$ cat config.mk
export PLATFORM = sky130hd
export DESIGN_NAME = eclock_pattern_gen_flat
export DESIGN_NICKNAME = d
export VERILOG_FILES = /design/src/rtl/eclock_pattern_gen_pkg.sv /design/src/rtl/eclock_pattern_gen_if.sv /design/src/rtl/eclock_pattern_step.sv /design/src/rtl/eclock_pattern_gen.sv /design/src/flat_wrapper.sv
export SDC_FILE = /design/constraint.sdc
export NUM_CORES = 1
export LEC_CHECK = 0
export ABC_CLOCK_PERIOD_IN_PS = 19600
export BUFFER_PORTS_ARGS = -buffer_cell sky130_fd_sc_hd__buf_2
export CAP_MARGIN = 40
export CELL_PAD_IN_SITES_DETAIL_PLACEMENT = 0
export CELL_PAD_IN_SITES_GLOBAL_PLACEMENT = 2
export CORE_UTILIZATION = 25
export CTS_CLUSTER_DIAMETER = 150
export CTS_CLUSTER_SIZE = 12
export DETAILED_ROUTE_END_ITERATION = 7
export PLACE_DENSITY_LB_ADDON = 0.12
export SYNTH_ARGS = -nofsm -noshare
export SYNTH_HDL_FRONTEND = slang
export SYNTH_HIERARCHICAL = 1
export SYNTH_SLANG_ARGS = --single-unit
$ cat constraint.sdc
create_clock -name clk -period 19.6 [get_ports clk]
set_clock_uncertainty 0.2 [all_clocks]
set_input_delay 3.92 -clock clk [delete_from_list [all_inputs] [get_ports clk]]
set_output_delay 3.92 -clock clk [all_outputs]
set_load 0.02 [all_outputs]
$ cat src/rtl/eclock_pattern_gen_pkg.sv
// ---------------------------------------------------------------------------
// eclock_pattern_gen_pkg
//
// Shared definitions for the eLink clock-pattern generator.
//   - default word width (PW) and count-field width (DW)
//   - legal serializer ratios, as a bit mask plus a lookup function
//   - cnt_t : internal phase-counter type, wide enough for any supported DW
//   - step_t: per-bit working state {en, level, cnt} passed along the step chain
// No ports; imported by the interface-facing modules.
// ---------------------------------------------------------------------------
package eclock_pattern_gen_pkg;

    localparam int ECLK_PW_DEFAULT = 8;
    localparam int ECLK_DW_DEFAULT = 8;

    // Counters are held internally at this width so the step logic does not
    // depend on DW; narrower configuration fields are zero-extended on load.
    localparam int ECLK_CNT_W = 16;

    // Bit n set means a serializer ratio of n is supported (2, 4, 6, 8, 10, 14).
    localparam logic [15:0] ECLK_PW_LEGAL_MASK = 16'h4554;

    typedef logic [ECLK_CNT_W-1:0] cnt_t;

    typedef struct packed {
        logic en;
        logic level;
        cnt_t cnt;
    } step_t;

    function automatic bit eclk_pw_legal(input int pw);
        if (pw < 0 || pw > 15) begin
            return 1'b0;
        end
        return ECLK_PW_LEGAL_MASK[pw[3:0]];
    endfunction

endpackage

$ cat src/rtl/eclock_pattern_gen_if.sv
// ---------------------------------------------------------------------------
// eclock_pattern_gen_if
//
// Configuration and pattern bus between the config-register block (master)
// and the pattern generator (slave).
//   cfg_load  : one-cycle strobe capturing cfg_en/cfg_high/cfg_low together
//   cfg_en    : requested enable
//   cfg_high  : serial bits spent high per period (DW bits)
//   cfg_low   : serial bits spent low per period (DW bits)
//   pattern   : PW-bit serializer word, bit 0 leaves the pin first
//   active    : the word on pattern was generated while enabled
//   pending   : a loaded configuration has not yet taken effect
// ---------------------------------------------------------------------------
interface eclock_pattern_gen_if #(
    parameter int PW = 8,
    parameter int DW = 8
);

    logic          cfg_load;
    logic          cfg_en;
    logic [DW-1:0] cfg_high;
    logic [DW-1:0] cfg_low;
    logic [PW-1:0] pattern;
    logic          active;
    logic          pending;

    modport master (
        output cfg_load, cfg_en, cfg_high, cfg_low,
        input  pattern, active, pending
    );

    modport slave (
        input  cfg_load, cfg_en, cfg_high, cfg_low,
        output pattern, active, pending
    );

endinterface

$ cat src/rtl/eclock_pattern_step.sv
// ---------------------------------------------------------------------------
// eclock_pattern_step
//
// One serial bit-time of the clock pattern, purely combinational. The top
// level chains PW of these so that each word advances PW bit-times.
//   i_state / o_state   : {en, level, cnt} before and after this bit
//   i_high/i_low        : working high/low counts before this bit
//   o_high/o_low        : working counts after a possible shadow apply
//   i_pending/o_pending : shadow waiting to be applied, before/after this bit
//   i_sh_en             : shadow enable, already forced low for zero counts
//   i_sh_high/i_sh_low  : shadow counts
//   o_bit               : serial output bit for this position
// ---------------------------------------------------------------------------
module eclock_pattern_step
    import eclock_pattern_gen_pkg::*;
(
    input  step_t i_state,
    input  cnt_t  i_high,
    input  cnt_t  i_low,
    input  logic  i_pending,
    input  logic  i_sh_en,
    input  cnt_t  i_sh_high,
    input  cnt_t  i_sh_low,
    output step_t o_state,
    output cnt_t  o_high,
    output cnt_t  o_low,
    output logic  o_pending,
    output logic  o_bit
);

    logic  w_boundary;
    step_t w_cur;

    // A period boundary is either idle, or the last bit of a low phase. Only
    // there may a new configuration be swapped in, so a running period always
    // finishes with the counts it started with. Starting from idle forces the
    // bit to begin a fresh high phase. After choosing the bit value the state
    // advances: count down, or flip level and reload with the opposite phase.
    always_comb begin
        w_boundary = !i_state.en || (!i_state.level && (i_state.cnt == cnt_t'(1)));
        w_cur      = i_state;
        o_high     = i_high;
        o_low      = i_low;
        o_pending  = i_pending;

        if (w_boundary && i_pending) begin
            w_cur.en  = i_sh_en;
            o_high    = i_sh_high;
            o_low     = i_sh_low;
            o_pending = 1'b0;
            if (i_sh_en && !i_state.en) begin
                w_cur.level = 1'b1;
                w_cur.cnt   = i_sh_high;
            end
        end

        o_bit   = w_cur.en & w_cur.level;
        o_state = w_cur;

        if (w_cur.en) begin
            if (w_cur.cnt > cnt_t'(1)) begin
                o_state.cnt = w_cur.cnt - cnt_t'(1);
            end else begin
                o_state.level = !w_cur.level;
                o_state.cnt   = w_cur.level ? o_low : o_high;
            end
        end
    end

endmodule

$ cat src/rtl/eclock_pattern_gen.sv
// ---------------------------------------------------------------------------
// eclock_pattern_gen
//
// Programmable-ratio, programmable-duty clock pattern generator feeding a
// PW:1 output serializer. Every clk cycle produces one PW-bit word; high and
// low times are counted in serial bits and carry freely across words.
// Configuration changes land only at the end of a low phase, so the pin never
// sees a shortened pulse.
//   clk   : parallel-word clock
//   reset : synchronous, active-high
//   bus   : slave side of eclock_pattern_gen_if (cfg_* in; pattern/active/pending out)
// ---------------------------------------------------------------------------
module eclock_pattern_gen
    import eclock_pattern_gen_pkg::*;
#(
    parameter int PW = ECLK_PW_DEFAULT,
    parameter int DW = ECLK_DW_DEFAULT
)(
    input  logic                clk,
    input  logic                reset,
    eclock_pattern_gen_if.slave bus
);

    generate
        if (!eclk_pw_legal(PW) || DW < 1 || DW > ECLK_CNT_W) begin : g_bad_param
            $error("eclock_pattern_gen: unsupported PW or DW");
        end
    endgenerate

    logic          r_sh_en;
    cnt_t          r_sh_high;
    cnt_t          r_sh_low;
    logic          r_pending;
    step_t         r_cur;
    cnt_t          r_cur_high;
    cnt_t          r_cur_low;
    logic [PW-1:0] r_pattern;
    logic          r_active;

    logic          w_sh_en_eff;
    step_t         w_state [PW+1];
    cnt_t          w_high  [PW+1];
    cnt_t          w_low   [PW+1];
    logic [PW:0]   w_pend;
    logic [PW-1:0] w_bits;

    // A zero-length phase cannot be generated, so such a shadow behaves as a
    // disable request.
    assign w_sh_en_eff = r_sh_en && (r_sh_high != '0) && (r_sh_low != '0);

    assign w_state[0] = r_cur;
    assign w_high[0]  = r_cur_high;
    assign w_low[0]   = r_cur_low;
    assign w_pend[0]  = r_pending;

    // Bit 0 is serialized first, so the chain runs from bit 0 upward and the
    // state leaving the last step becomes next cycle's starting state.
    for (genvar g = 0; g < PW; g++) begin : g_step
        eclock_pattern_step u_step (
            .i_state   (w_state[g]),
            .i_high    (w_high[g]),
            .i_low     (w_low[g]),
            .i_pending (w_pend[g]),
            .i_sh_en   (w_sh_en_eff),
            .i_sh_high (r_sh_high),
            .i_sh_low  (r_sh_low),
            .o_state   (w_state[g+1]),
            .o_high    (w_high[g+1]),
            .o_low     (w_low[g+1]),
            .o_pending (w_pend[g+1]),
            .o_bit     (w_bits[g])
        );
    end

    // Shadow, working state and output registers. A load arriving in the same
    // cycle a boundary consumed the old shadow re-arms pending for the next
    // boundary, which is why the load takes priority over the chain's result.
    always_ff @(posedge clk) begin
        if (reset) begin
            r_sh_en    <= 1'b0;
            r_sh_high  <= '0;
            r_sh_low   <= '0;
            r_pending  <= 1'b0;
            r_cur      <= '0;
            r_cur_high <= '0;
            r_cur_low  <= '0;
            r_pattern  <= '0;
            r_active   <= 1'b0;
        end else begin
            if (bus.cfg_load) begin
                r_sh_en   <= bus.cfg_en;
                r_sh_high <= cnt_t'(bus.cfg_high);
                r_sh_low  <= cnt_t'(bus.cfg_low);
                r_pending <= 1'b1;
            end else begin
                r_pending <= w_pend[PW];
            end
            r_cur      <= w_state[PW];
            r_cur_high <= w_high[PW];
            r_cur_low  <= w_low[PW];
            r_pattern  <= w_bits;
            r_active   <= w_state[PW].en;
        end
    end

    assign bus.pattern = r_pattern;
    assign bus.active  = r_active;
    assign bus.pending = r_pending;

endmodule

$ cat src/flat_wrapper.sv
// flat-port wrapper written by rule: the top's interface ports become plain ports
module eclock_pattern_gen_flat import eclock_pattern_gen_pkg::*;
#(
    parameter int PW = ECLK_PW_DEFAULT,
    parameter int DW = ECLK_DW_DEFAULT
)
  (clk, reset, bus_cfg_load, bus_cfg_en, bus_cfg_high, bus_cfg_low, bus_pattern, bus_active, bus_pending);
  eclock_pattern_gen_if #(.PW(PW), .DW(DW)) bus_i ();
  input  logic clk;
  input  logic reset;
  input wire logic [$bits(bus_i.cfg_load)-1:0] bus_cfg_load;
  input wire logic [$bits(bus_i.cfg_en)-1:0] bus_cfg_en;
  input wire logic [$bits(bus_i.cfg_high)-1:0] bus_cfg_high;
  input wire logic [$bits(bus_i.cfg_low)-1:0] bus_cfg_low;
  output wire logic [$bits(bus_i.pattern)-1:0] bus_pattern;
  output wire logic [$bits(bus_i.active)-1:0] bus_active;
  output wire logic [$bits(bus_i.pending)-1:0] bus_pending;
  assign bus_i.cfg_load = bus_cfg_load;
  assign bus_i.cfg_en = bus_cfg_en;
  assign bus_i.cfg_high = bus_cfg_high;
  assign bus_i.cfg_low = bus_cfg_low;
  assign bus_pattern = bus_i.pattern;
  assign bus_active = bus_i.active;
  assign bus_pending = bus_i.pending;
  eclock_pattern_gen #(.PW(PW), .DW(DW)) u_core (.clk(clk), .reset(reset), .bus(bus_i));
endmodule
== Word level (Yosys, flattened, before mapping) ==
Cells that the tools add are included.
Storage, ports and cells
  bits in registers: 76
  bits in latches: 0
  RAM bits: 0
  memory bits (read-only): 0
  input bits: 20
  output and inout bits: 10
  logic and storage cells: 175
  memories: 0
Operators by class
  add/sub/neg operators: 8
  multipliers: 0
  divide/modulo/power cells: 0
  $lt $le $gt $ge: 8
  eq/ne operators: 8
  shift operators: 0
  multiplexer cells: 73
  bitwise logic cells: 8
  reductions and logical operators: 60
Operators by type and width (count)
  16-bit two-way mux: 32
  17-bit two-way mux: 16
  18-bit two-way mux: 8
  16-bit by 1-bit == test with 1-bit output (second input constant): 8
  16-bit by 1-bit > comparator with 1-bit output (second input constant): 8
  16-bit by 1-bit subtractor with 16-bit output (second input constant): 8
  16-bit nonzero test: 2
  1-bit logical AND: 26
  1-bit zero test: 24
  1-bit two-way mux: 17
  1-bit bitwise AND: 8
  1-bit logical OR: 8

== Longest topological paths before layout ==
  depth after elaboration: 65
  mapped depth: 78
  mapped depth without buffers: 64

== Modules after synthesis ==
Netlist, hierarchy kept.
Modules (own cells, without submodules)
  eclock_pattern_step (u_core.g_step[2].u_step ...): times used 6, cells an instance 261, area an instance 1914.3 um^2, sequential area each 0.0 um^2
  eclock_pattern_step (u_core.g_step[0].u_step ...): times used 2, cells an instance 267, area an instance 1936.9 um^2, sequential area each 0.0 um^2
  eclock_pattern_gen: times used 1, cells an instance 187, area an instance 2230.9 um^2, sequential area each 1521.5 um^2

== Least setup slack after synthesis ==
No wires, ideal clock.
  kind: reg-to-reg
  start: reg u_core.r_sh_high[4]
  end: reg u_core/r_cur[0] (netlist name)
  arrival: 18.909 ns
  slack: 0.366 ns
  cell stages (with the launch flop): 72
  path buffers: 20
  cells stage by stage: dfxtp_1 -> or4_1 -> o21ai_1 -> a21oi_1 -> nand3b_1 -> clkbuf_1 -> clkbuf_1 -> mux2i_1 -> ha_1 -> nor2_1 -> a221o_1 -> or2_0 -> buf_2 -> o22ai_1 -> a22oi_2 -> or4_4 -> nor4_1 -> a31o_2 -> [... 36 more ...] -> or4b_2 -> nor4_1 -> a41o_1 -> buf_2 -> inv_1 -> buf_2 -> nand3b_1 -> clkbuf_1 -> buf_1 -> mux2i_1 -> ha_1 -> clkbuf_1 -> nor2_1 -> a221o_2 -> or2_0 -> buf_6 -> a221o_1 -> nor2b_1
RTL lines
  start, declared: line eclock_pattern_gen.sv:31  | cnt_t r_sh_high;
  start signal, assigned: line eclock_pattern_gen.sv:92  | r_sh_high <= cnt_t'(bus.cfg_high);
  end signal, assigned: line eclock_pattern_gen.sv:98  | r_cur <= w_state[PW];
  end, declared: line eclock_pattern_gen.sv:34  | step_t r_cur;

==> impl_metrics.toml <==
[status]
status = "completed"

[setup_path]
critPathLaunchType = "flip-flop"
rr_worst_depth = 55
worstPathArrival_ns = 18.93
critPathBufInv = 7
cp-startpoint = "u_core/r_cur[3]$_SDFF_PP0_"
cp_max_fo = 25
cp-end-kind = "flip-flop"
critical-path-max-stage-delay_ns = 0.71
worstSetupPathType = "flip-flop to flip-flop"
critPathSlowestCell = "or4b_2"
path_depth = 55
rrSetupSlack_ns = 0.71
r2r_start = "u_core/r_cur[3]$_SDFF_PP0_"
crit_path_end = "u_core/r_cur[12]$_SDFF_PP0_"
r2r-end = "u_core/r_cur[12]$_SDFF_PP0_"
required_ns = 19.64
path_delay_family = "simple AND/OR/NAND/NOR gates"

[global_route]
grt_pass1_vias = 18507
grt_overflow = 0
grt_util_all_layers_pct = 24.2
grt_first_pass_wirelength_mm = 128
antenna_found_initial = 1
grt_max_degree = 77

[route]
ant_nets = 0
first_pass_iters = 7
routedWlPerCell_um = 23.8
vias = 19099
viasPerCell = 5.14
drtIter0Drc = 1380
drc_errors = 0
wl_mm = 88.3

[logic_synthesis]
synth_seq_cells = 76
synth_cells = 2287
synthFlopType = "dfxtp_1"
synth.most_common_cell = "mux2_2"
synthTopCellsByArea = "mux2_2 20%, mux2i_1 15%, dfxtp_1 8.6%"
async_reset_ff_share_pct = 0
syn-cell-area_um2 = 17600
synth-edff-count = 0
synth_area_leader_cell = "mux2_2"
syn_avg_cell_area_um2 = 7.69
ys_top_cells_by_count = "316 x mux2_2, 259 x mux2i_1, 222 x nand2_1, 175 x nor2_1, 130 x o21ai_0"
ys_types = 69
yosysSeqAreaShare_pct = 8.65
synth_top_area_share_pct = 20.2
synth_warnings = 6

[sta]
hold_viol = 0
whs_ns = 0.344
maxSlewHeadroom_pct = 26.6
timing.final.ws_setup_ns = 0.715
fin_crit_sh_pct = 96.4
tightest_slew_ns = 1.10
clock.fmax_mhz = 53.0
slew_viol_final = 0
period_needed_ns = 18.89
setup_viol_count_final = 0
setup_tns_ns = 0

[finish]
drive_above_1_share_pct = 24.3
num_antenna_cells = 0
final_nets = 2816
syn_to_final_growth_pct = 23.6

[clocking]
insertion_delay_ns = 0.36
cts_root_buffer = "clkbuf_16"
path_clk_slew_ns = 0.07
numClockSinks = 76
cts_made_buffers = 9
cts_buffer_depth = 2
htree_levels = 3
cts_tree = "built"

[floorplanning]
ioPinCount = 30
die_area_um2 = 71400
core_region_area_um2 = 69100
fp.dieH_um = 267
fp.dieW_um = 267
rows = 96
start_util_pct = 25.5

[min_path]
min_path_type = "flip-flop to flip-flop"

[power]
power_density_nw_per_um2 = 138
vdd.ir_drop.worst_mv = 0.0669
p_leak_uw = 0.0100

[place]
gp_congestion = 0.878
place_ws_ns = -0.0189
numPortBuffers = 29
hpwl_mm = 68.8

[run]
cap_violations = 0
## area by class of cell
type | count | area [um2]
Fill cell | 7616 | 47300
Multi-Input combinational cell | 2452 | 17000
Timing Repair Buffer | 225 | 1720
Sequential cell | 76 | 1530
Tap cell | 931 | 1160
Clock buffer | 9 | 225
Inverter | 16 | 60.1
Clock inverter | 7 | 57.6
## metrics by stage
step                std cells  power, uW  instance area (um2)  utilization (%)
floorplan                2718       1860                19200                -
global placement         3688       2780                21200             30.7
detailed placement       3689       2760                21200             30.7
CTS                      3705       2950                21500             31.2
global route             3716       3210                21700             31.5
finish                   3716       3000                21700             31.5
## layer usage
metal  GRT usage [%]  share of wire (%)  wire (um)
met3           0.975                2.6       2280
met5               0                  0          0
met2            40.7                 47      41400
met4            3.31                1.1        963
met1            34.5                 50      43700
## placed cells by master (no fill, tap or decap), types with 11 or more instances in the layout
cell        n
a21oi_1    77
o22ai_1    32
a211o_1    12
mux2_2    316
a22oi_1    32
o31ai_1    22
a21o_1     16
ha_1       16
nor2b_1    73
o21ai_1    13
nand3_1    58
o211ai_1   42
conb_1    432
or3_1      40
nand2_1   222
nor3_1     98
nor2_1    166
nand3b_1   24
nand4_1    12
dfxtp_1    69
or4_1      20
buf_4     187
mux4_2     24
o21ai_0   128
mux2i_1   253
nor4_1     11
buf_2      29
inv_1      16
a31o_2     11
and3_1     16
or4b_2     16
nand4b_1   18
o32ai_1    16
## worst register-to-register path, delay by kind of cell, from the launching register on
family	cells	cell delay (ns)
and+or+nand+nor	22	9.15
AOI/OAI and AO/OA	23	6.04
buffers and inverters	7	1.52
muxes	3	1.51
DFF	1	0.37
## registers in the layout, indices dropped and copies added (netlist names)
register and flops:
u_core/bus.active 1, u_core/bus.pattern 8, u_core/bus.pending 1, u_core/r_cur 17, u_core/r_cur_high 16, u_core/r_cur_low 16, u_core/r_sh_en 1, u_core/r_sh_high 8
u_core/r_sh_low 8
## worst min path at each step
stage                     slack, ns                        start                     endpoint  depth (start not counted)
after global placement         0.30  u_core/r_sh_en$_SDFFE_PP0P_  u_core/r_sh_en$_SDFFE_PP0P_                          2
after detailed placement       0.32  u_core/r_sh_en$_SDFFE_PP0P_  u_core/r_sh_en$_SDFFE_PP0P_                          2
final                          0.34  u_core/r_sh_en$_SDFFE_PP0P_  u_core/r_sh_en$_SDFFE_PP0P_                          2
after global routing           0.38  u_core/r_sh_en$_SDFFE_PP0P_  u_core/r_sh_en$_SDFFE_PP0P_                          2
after CTS                      0.34  u_core/r_sh_en$_SDFFE_PP0P_  u_core/r_sh_en$_SDFFE_PP0P_                          2
after floorplan                0.26  u_core/r_sh_en$_SDFFE_PP0P_  u_core/r_sh_en$_SDFFE_PP0P_                          2
## power breakdown
group / total [uW] / switching (uW) / internal [uW] / leakage, uW
clock network: 166 / 78.5 / 87.9 / 0.000135
registers: 202 / 28.6 / 174 / 0.000623
logic: 2630 / 1610 / 1020 / 0.00928
## what timing repair did
| action | 4_1_cts | 5_1_grt |
|---|---|---|
| resized for setup | 2 | 33 |
| hold buffers | 0 | 0 |
| pin swaps | 0 | 2 |
| setup endpoints to repair | 3 | 51 |
| setup buffers | 0 | 10 |
| cloned | 0 | 1 |
## kinds of logic (layout without fill, tap and decap cells)
family	count (synthesis)	in the layout	synth area share [%]
flip-flops	76	76	8.65
other	1	432	0.0213
multiplexers	599	599	38.0
buffers and inverters	190	257	5.00
AO/OA/AOI/OAI	520	520	20.1
AND/OR/NAND/NOR	877	877	26.7
XOR/XNOR	8	8	0.398
adder cells (fa/ha/maj)	16	16	1.14
Power figures use the tool's default switching activity.
